$ cat src/rtl/park_transform.sv
// Forward Park transform: (alpha, beta) -> (d, q) with supplied sin/cos.
// One shared signed multiplier stepped through four products by the FSM; results saturate.
module park_transform #(
    parameter int D_WIDTH = 32,
    parameter int Q_BITS  = 10
) (
    input  logic                      clk,
    input  logic                      rstb,
    input  logic signed [D_WIDTH-1:0] alpha,
    input  logic signed [D_WIDTH-1:0] beta,
    input  logic signed [D_WIDTH-1:0] sin,
    input  logic signed [D_WIDTH-1:0] cos,
    input  logic                      start,
    output logic signed [D_WIDTH-1:0] d,
    output logic signed [D_WIDTH-1:0] q,
    output logic                      done,
    output logic                      busy
);
    localparam int PW = 2 * D_WIDTH;
    localparam int AW = PW + 1;
    localparam logic signed [AW-1:0] ACC_MAX = {{(D_WIDTH + 2){1'b0}}, {(D_WIDTH - 1){1'b1}}};
    localparam logic signed [AW-1:0] ACC_MIN = {{(D_WIDTH + 2){1'b1}}, {(D_WIDTH - 1){1'b0}}};

    typedef enum logic [2:0] {S_IDLE, S_P0, S_P1, S_P2, S_P3, S_OUT} state_t;

    state_t                    r_state;
    logic signed [D_WIDTH-1:0] r_alpha, r_beta, r_sin, r_cos;
    logic signed [AW-1:0]      r_acc_d, r_acc_q;

    logic signed [D_WIDTH-1:0] w_opa, w_opb;
    logic signed [PW-1:0]      w_ext_a, w_ext_b, w_prod, w_shift;
    logic signed [AW-1:0]      w_term;

    always_comb begin
        w_opa = '0;
        w_opb = '0;
        case (r_state)
            S_P0:    begin w_opa = r_alpha; w_opb = r_cos; end
            S_P1:    begin w_opa = r_beta;  w_opb = r_sin; end
            S_P2:    begin w_opa = r_alpha; w_opb = r_sin; end
            S_P3:    begin w_opa = r_beta;  w_opb = r_cos; end
            default: begin w_opa = '0;      w_opb = '0;    end
        endcase
    end

    // Operands are sign-extended so the product is computed at full 2*D_WIDTH.
    assign w_ext_a = {{D_WIDTH{w_opa[D_WIDTH-1]}}, w_opa};
    assign w_ext_b = {{D_WIDTH{w_opb[D_WIDTH-1]}}, w_opb};
    assign w_prod  = w_ext_a * w_ext_b;
    assign w_shift = w_prod >>> Q_BITS;
    assign w_term  = {w_shift[PW-1], w_shift};

    function automatic logic signed [D_WIDTH-1:0] sat(input logic signed [AW-1:0] a);
        if (a > ACC_MAX)      return ACC_MAX[D_WIDTH-1:0];
        else if (a < ACC_MIN) return ACC_MIN[D_WIDTH-1:0];
        else                  return a[D_WIDTH-1:0];
    endfunction

    always_ff @(posedge clk or negedge rstb) begin
        if (!rstb) begin
            r_state <= S_IDLE;
            r_alpha <= '0;
            r_beta  <= '0;
            r_sin   <= '0;
            r_cos   <= '0;
            r_acc_d <= '0;
            r_acc_q <= '0;
            d       <= '0;
            q       <= '0;
            done    <= 1'b0;
            busy    <= 1'b0;
        end else begin
            done <= 1'b0;
            case (r_state)
                S_IDLE: begin
                    if (start) begin
                        r_alpha <= alpha;
                        r_beta  <= beta;
                        r_sin   <= sin;
                        r_cos   <= cos;
                        r_acc_d <= '0;
                        r_acc_q <= '0;
                        busy    <= 1'b1;
                        r_state <= S_P0;
                    end
                end
                S_P0: begin
                    r_acc_d <= w_term;
                    r_state <= S_P1;
                end
                S_P1: begin
                    r_acc_d <= r_acc_d + w_term;
                    r_state <= S_P2;
                end
                S_P2: begin
                    r_acc_q <= -w_term;
                    r_state <= S_P3;
                end
                S_P3: begin
                    r_acc_q <= r_acc_q + w_term;
                    r_state <= S_OUT;
                end
                S_OUT: begin
                    d       <= sat(r_acc_d);
                    q       <= sat(r_acc_q);
                    done    <= 1'b1;
                    busy    <= 1'b0;
                    r_state <= S_IDLE;
                end
                default: begin
                    busy    <= 1'b0;
                    r_state <= S_IDLE;
                end
            endcase
        end
    end
endmodule

$ cat config.mk
export PLATFORM = sky130hd
export DESIGN_NAME = park_transform
export DESIGN_NICKNAME = d
export VERILOG_FILES = /design/src/rtl/park_transform.sv
export SDC_FILE = /design/constraint.sdc
export NUM_CORES = 2
export LEC_CHECK = 0
export ABC_AREA = 1
export BUFFER_PORTS_ARGS = -buffer_cell sky130_fd_sc_hd__buf_4
export CAP_MARGIN = 40
export CELL_PAD_IN_SITES_DETAIL_PLACEMENT = 1
export CELL_PAD_IN_SITES_GLOBAL_PLACEMENT = 1
export CORE_ASPECT_RATIO = 0.6
export CORE_UTILIZATION = 44
export CTS_CLUSTER_DIAMETER = 150
export CTS_CLUSTER_SIZE = 14
export DETAILED_ROUTE_END_ITERATION = 12
export PLACE_DENSITY = 0.78
export SYNTH_ARGS = -nofsm -noshare
export SYNTH_HDL_FRONTEND = slang
export SYNTH_SLANG_ARGS = --single-unit
export TNS_END_PERCENT = 20
$ cat constraint.sdc
create_clock -name clk -period 10.4 [get_ports clk]
set_input_delay 1.04 -clock clk [delete_from_list [all_inputs] [get_ports clk]]
set_output_delay 1.04 -clock clk [all_outputs]
set_load 0.01 [all_outputs]
Yosys cells after proc, flatten, opt, wreduce, memory -nomap -nowiden

Index checks and enable logic that the tools add are counted.

Register bits: 327
Output and inout bits: 66
Logic and storage cells: 52

Add/subtract/negate cells: 3
Multipliers: 1
Order comparisons: 4
Equality and inequality tests: 6
Muxes and demuxes: 14
Bitwise logic cells: 1
Reductions and logical operators: 12

Operator list:

| operator               | number |
|---|---|
| $pmux W65 S3           | 2 |
| $add A65 B54 Y65       | 2 |
| $gt A65 B32 Y1 const B | 2 |
| $lt A65 B32 Y1 const B | 2 |
| $mux W32               | 4 |
| $pmux W32 S2           | 2 |
| $mux W65               | 1 |
| $neg A54 Y65           | 1 |
| $mul A32 B32 Y64       | 1 |
| $pmux W3 S5            | 1 |
| $reduce_and A2 Y1      | 4 |
| $reduce_or A2 Y1       | 4 |
| $eq A3 B2 Y1 const B   | 2 |
| $eq A3 B3 Y1 const B   | 2 |
| $reduce_bool A3 Y1     | 2 |
| $reduce_or A4 Y1       | 1 |
| $eq A3 B1 Y1 const B   | 1 |
| $logic_not A3 Y1       | 1 |
| $mux W3                | 1 |
| $mux W1                | 2 |
| $ne A2 B2 Y1 const B   | 1 |
| $pmux W1 S2            | 1 |
| $not A1 Y1             | 1 |

Depth between registers and ports, before layout

Word-level depth: 6
Gate-level depth with buffers: 58
Depth with buffers taken out: 57

Worst setup path before layout

OpenSTA, ideal clock, no wires.

Path type: register to register
Start: register r_state[0]
End: register r_acc_q[64]
Setup time: 0.128 ns
Data arrival time: 10.052 ns
Data required time: 10.272 ns
Path slack: 0.220 ns
Stages on the path, launching flop included: 41
Buffers on the path: 2
Cell sequence: dfrtp_1 -> nor2_2 -> nand2_2 -> nand2_2 -> clkbuf_1 -> a22o_1 -> buf_1 -> nand2_1 -> inv_1 -> fa_1 -> fa_1 -> fa_1 -> inv_1 -> fa_1 -> inv_1 -> fa_1 -> fa_1 -> inv_1 -> [5 not listed] -> o21ai_0 -> a21oi_1 -> o21ai_0 -> a21oi_1 -> nand2_1 -> nand3_1 -> nand3_1 -> xor2_2 -> inv_2 -> ha_1 -> a21oi_1 -> o21a_1 -> o21ai_0 -> a221oi_1 -> o211ai_1 -> or2_2 -> nand3_1 -> nand3_1

Cells in the longest elaborated chain, start to end: 6

RTL lines:

| element                                          | RTL line | RTL |
|---|---|---|
| start, declared                                  | 26       | `state_t r_state;` |
| start signal, assigned                           | 61       | `r_state <= S_IDLE;` |
| start signal, assigned                           | 84       | `r_state <= S_P0;` |
| start signal, assigned                           | 89       | `r_state <= S_P1;` |
| $eq A3 B3 Y1, or another cell as far along       | 37, 74   |  |
| $reduce_or A2 Y1 (no source line)                | -        |  |
| $pmux W32 S2                                     | 37       | `case (r_state)` |
| $mul A32 B32 Y64                                 | 49       | `assign w_prod = w_ext_a * w_ext_b;` |
| $add A65 B54 Y65 or $neg A54 Y65 (tied branches) | 100, 96  |  |
| $pmux W65 S3                                     | 74       | `case (r_state)` |
| end signal, assigned                             | 96       | `r_acc_q <= -w_term;` |
| end signal, assigned                             | 100      | `r_acc_q <= r_acc_q + w_term;` |
| end, declared                                    | 28       | `logic signed [AW-1:0] r_acc_d, r_acc_q;` |

Parallel ways exist; a longest one is shown, timed or not.
A chain may end at the register's enable or synchronous reset.

Worst setup path in the final report

Start: register r_state[0]
End: register r_acc_d[64]

Cells in the longest elaborated chain, start to end: 6

RTL lines:

| element                                    | RTL line | RTL |
|---|---|---|
| $eq A3 B3 Y1, or another cell as far along | 37       |  |
| $reduce_or A2 Y1 (no source line)          | -        |  |
| $pmux W32 S2                               | 37       |  |
| $mul A32 B32 Y64                           | 49       |  |
| $add A65 B54 Y65                           | 92       | `r_acc_d <= r_acc_d + w_term;` |
| $pmux W65 S3                               | 74       |  |
| end signal, assigned                       | 88       | `r_acc_d <= w_term;` |
| end signal, assigned                       | 92       |  |
| end, declared                              | 28       |  |

Parallel ways exist; a longest one is shown, timed or not.

==> reports/results.txt <==
Fraction of layout cells with a size suffix above 1: 21.3%
Row count: 105
TritonCTS clock tree: built
Core footprint: 137000 sq um
Cell at the slowest stage of the critical path: fa_2
Largest stage delay, worst path: 630 ps
Commonest non-fill, non-tap cell in the layout: nand2_1
Final Hold Fails: 0
Die Width: 483 microns
Endpoints failing setup: 10
ANT nets after route: 0
Flops & latches, synth: 327
Shortest period the worst path allows: 10690 ps
Number of instances in the placed design: 10766
Total clock sinks: 327
Hold slack final: 334 ps
Drt wl/cell: 26.5 microns
Max_slew headroom: 33.9%
Largest cells by area after synthesis: fa_1, nand2_1, dfrtp_1
Worst min path class: input port to async pin
CP max FO: 20
Filler cell count: 16781
Synth-to-Final Area Change: 26.5%
Drt pass-1 iters: 9
Vias: 62539
Outcome: finished, violations left
Max-Cap Viols: 0
Post-Syn Instances: 8131
Most frequent cells in the layout: nand2_1, inv_1, buf_4
Clock Tree Buf Depth: 3
Number of synthesized flops with an enable pin: 0
Crit path capture type: flop
Syn. warnings: 0
Critical path startpoint category: flop
RePlAce Congestion: 1.03
RSZ-0062 raised after global routing: true
Final WL: 289000 microns
Register Area: 8190 sq um
Die Y: 291 microns
CTS H-tree lvls: 1
Vias in the first global route: 65867
Final cell count without fillers: 10915
Ys flop type: dfrtp_1
Leading area contributor after synthesis: fa_1
Fin Setup TNS: -1200 ps
DPL Wire Length: 226000 microns
CTS Root Cell: clkbuf_16
Final worst-path cycle share: 103%
GRT Util Overall: 38.5%
Fmax: 0.0936 GHz
Vias per cell: 5.73
Largest net degree at the start of global routing: 133
DRT iter0 DRCs: 6347
Area share of the largest cell type after synthesis: 35.5%
Failing checks: setup timing
Initial antenna violation count: 7
DIE AREA: 140000 sq um
Max Slew Vio Count: 0
DRC violations left: 0
Post-synth ARST share: 100%
Total gr overflow: 0
Synth cell types: 58
Slack of the critical path: -287 ps
WP data arrival: 11260 ps
Multi-input logic area: 47800 sq um
Worst R2R Setup Slack: -290 ps
TritonCTS Buffers: 28
Starting Density: 44.5%
Worst-path clk slew: 100 ps
Worst Tran Pin Value: 986 ps
IO Count: 197
Clock latency on the worst-skew pair: 740 ps
Share of the yosys chip area belonging to registers: 13.4%
Syn avg cell area: 7.51 sq um
Syn Nets: 9658
Final-stage net count: 10615
Synthesized cell area: 61100 sq um
Final Util: 56.3%
CP Data Required Time: 10970 ps
WS Path Type: flop to flop
First-pass GRT wire length: 408000 microns
Worst-case clock skew: 75.6 ps
Port-buffer cells: 196
[sequential cells by signal, indices dropped and copies added (netlist names)]
name and flops:
d 32, q 32, done 1, r_alpha 32
r_sin 32, busy 1, r_acc_d 65, r_acc_q 65
r_cos 32, r_beta 32, r_state 3
[synthesized netlist by cell type, types with 3 or more instances]
master / n
nand2_1: 2303
inv_1: 1887
fa_1: 1083
nor2_1: 426
a21oi_1: 369
dfrtp_1: 327
ha_1: 313
nand3_1: 298
o21ai_0: 269
clkbuf_1: 255
a31oi_1: 60
a22o_1: 51
nand4_1: 50
o211ai_1: 49
or2_2: 32
a2bb2oi_1: 31
buf_1: 28
nor3_1: 27
nor4_1: 27
xor2_1: 26
o21a_1: 24
xnor2_1: 17
nand3b_1: 16
inv_2: 14
nand2_2: 14
a21o_1: 12
o221ai_1: 12
o21bai_1: 9
a22oi_1: 8
a211oi_1: 7
a21boi_0: 7
or4_1: 7
nor2_2: 6
a221oi_1: 5
and3_1: 5
nand3_2: 5
o21ai_1: 5
o221a_2: 5
nor2_4: 4
o2111ai_1: 4
o311ai_0: 4
xor2_2: 4
a31o_2: 3
xnor2_2: 3
[layer usage]
metal / up-vias / wire [microns] / GRT usage, %
li1: 26372 / - / -
met1: 32149 / 124000 / 57.3
met2: 3362 / 117000 / 54.2
met3: 640 / 39300 / 11.9
met4: 16 / 9140 / 8.83
met5: - / 529 / 1.08
[critical path, delay by kind of cell, from the launching register on]
kind / cells / cell delay [ps]
AO/OA/AOI/OAI: 12 / 2280
XOR/XNOR: 1 / 190
adder cells (fa/ha/maj): 10 / 4950
buffers and inverters: 13 / 1750
flip-flops: 1 / 470
AND/OR/NAND/NOR: 8 / 900
[final timing paths]
| check | cells after the start | startpoint | to |
|---|---|---|---|
| worst max-delay path | 44 | r_state[0] | r_acc_d[64] |
| worst min register to register | 2 | r_cos[19] | r_cos[19] |
| worst max register to register | 44 | r_state[0] | r_acc_d[64] |
| worst min-delay path | 1 | rstb | r_acc_q[63] |
| max in group asynchronous | 3 | rstb | r_beta[29] |
| min in group clk | 2 | r_cos[19] | r_cos[19] |
[cell type report]
type,count,area share (%)
well taps,1819,2.95
clock buffers,30,0.917
diodes,5,0.0162
repair buffers,1211,14.3
clock inverters,3,0.0745
inverters,1904,9.29
flip-flops and latches,327,10.6
multi-input cells,5616,61.9
[timing repair]
action | 4_1_cts | 5_1_grt
buffers inserted | 11 | 82
gates resized for setup | 159 | 710
setup endpoints to repair | 80 | 95
hold buffers | 0 | 0
pin swaps | 8 | 140
gates cloned | 3 | 15
[per-stage QoR]
step	setup slack, ps	area, sq um
after floorplan	220	61100
after global placement	-436	71800
after detailed placement	-699	72000
after CTS	-50.6	73400
after global routing	-428	77300
final	-287	77300
[kinds of logic after synthesis]
| group | share of synthesized area (%) |
|---|---|
| DFF | 13.4 |
| adders and majority gates | 41.9 |
| xor gates and xnor gates | 0.803 |
| and+or+nand+nor | 21.4 |
| buffers and inverters | 13.5 |
| AOI/OAI and AO/OA | 9.08 |
Power is not shown: default switching activity piles up to over one toggle a cycle in this logic, so the estimate is an artifact.
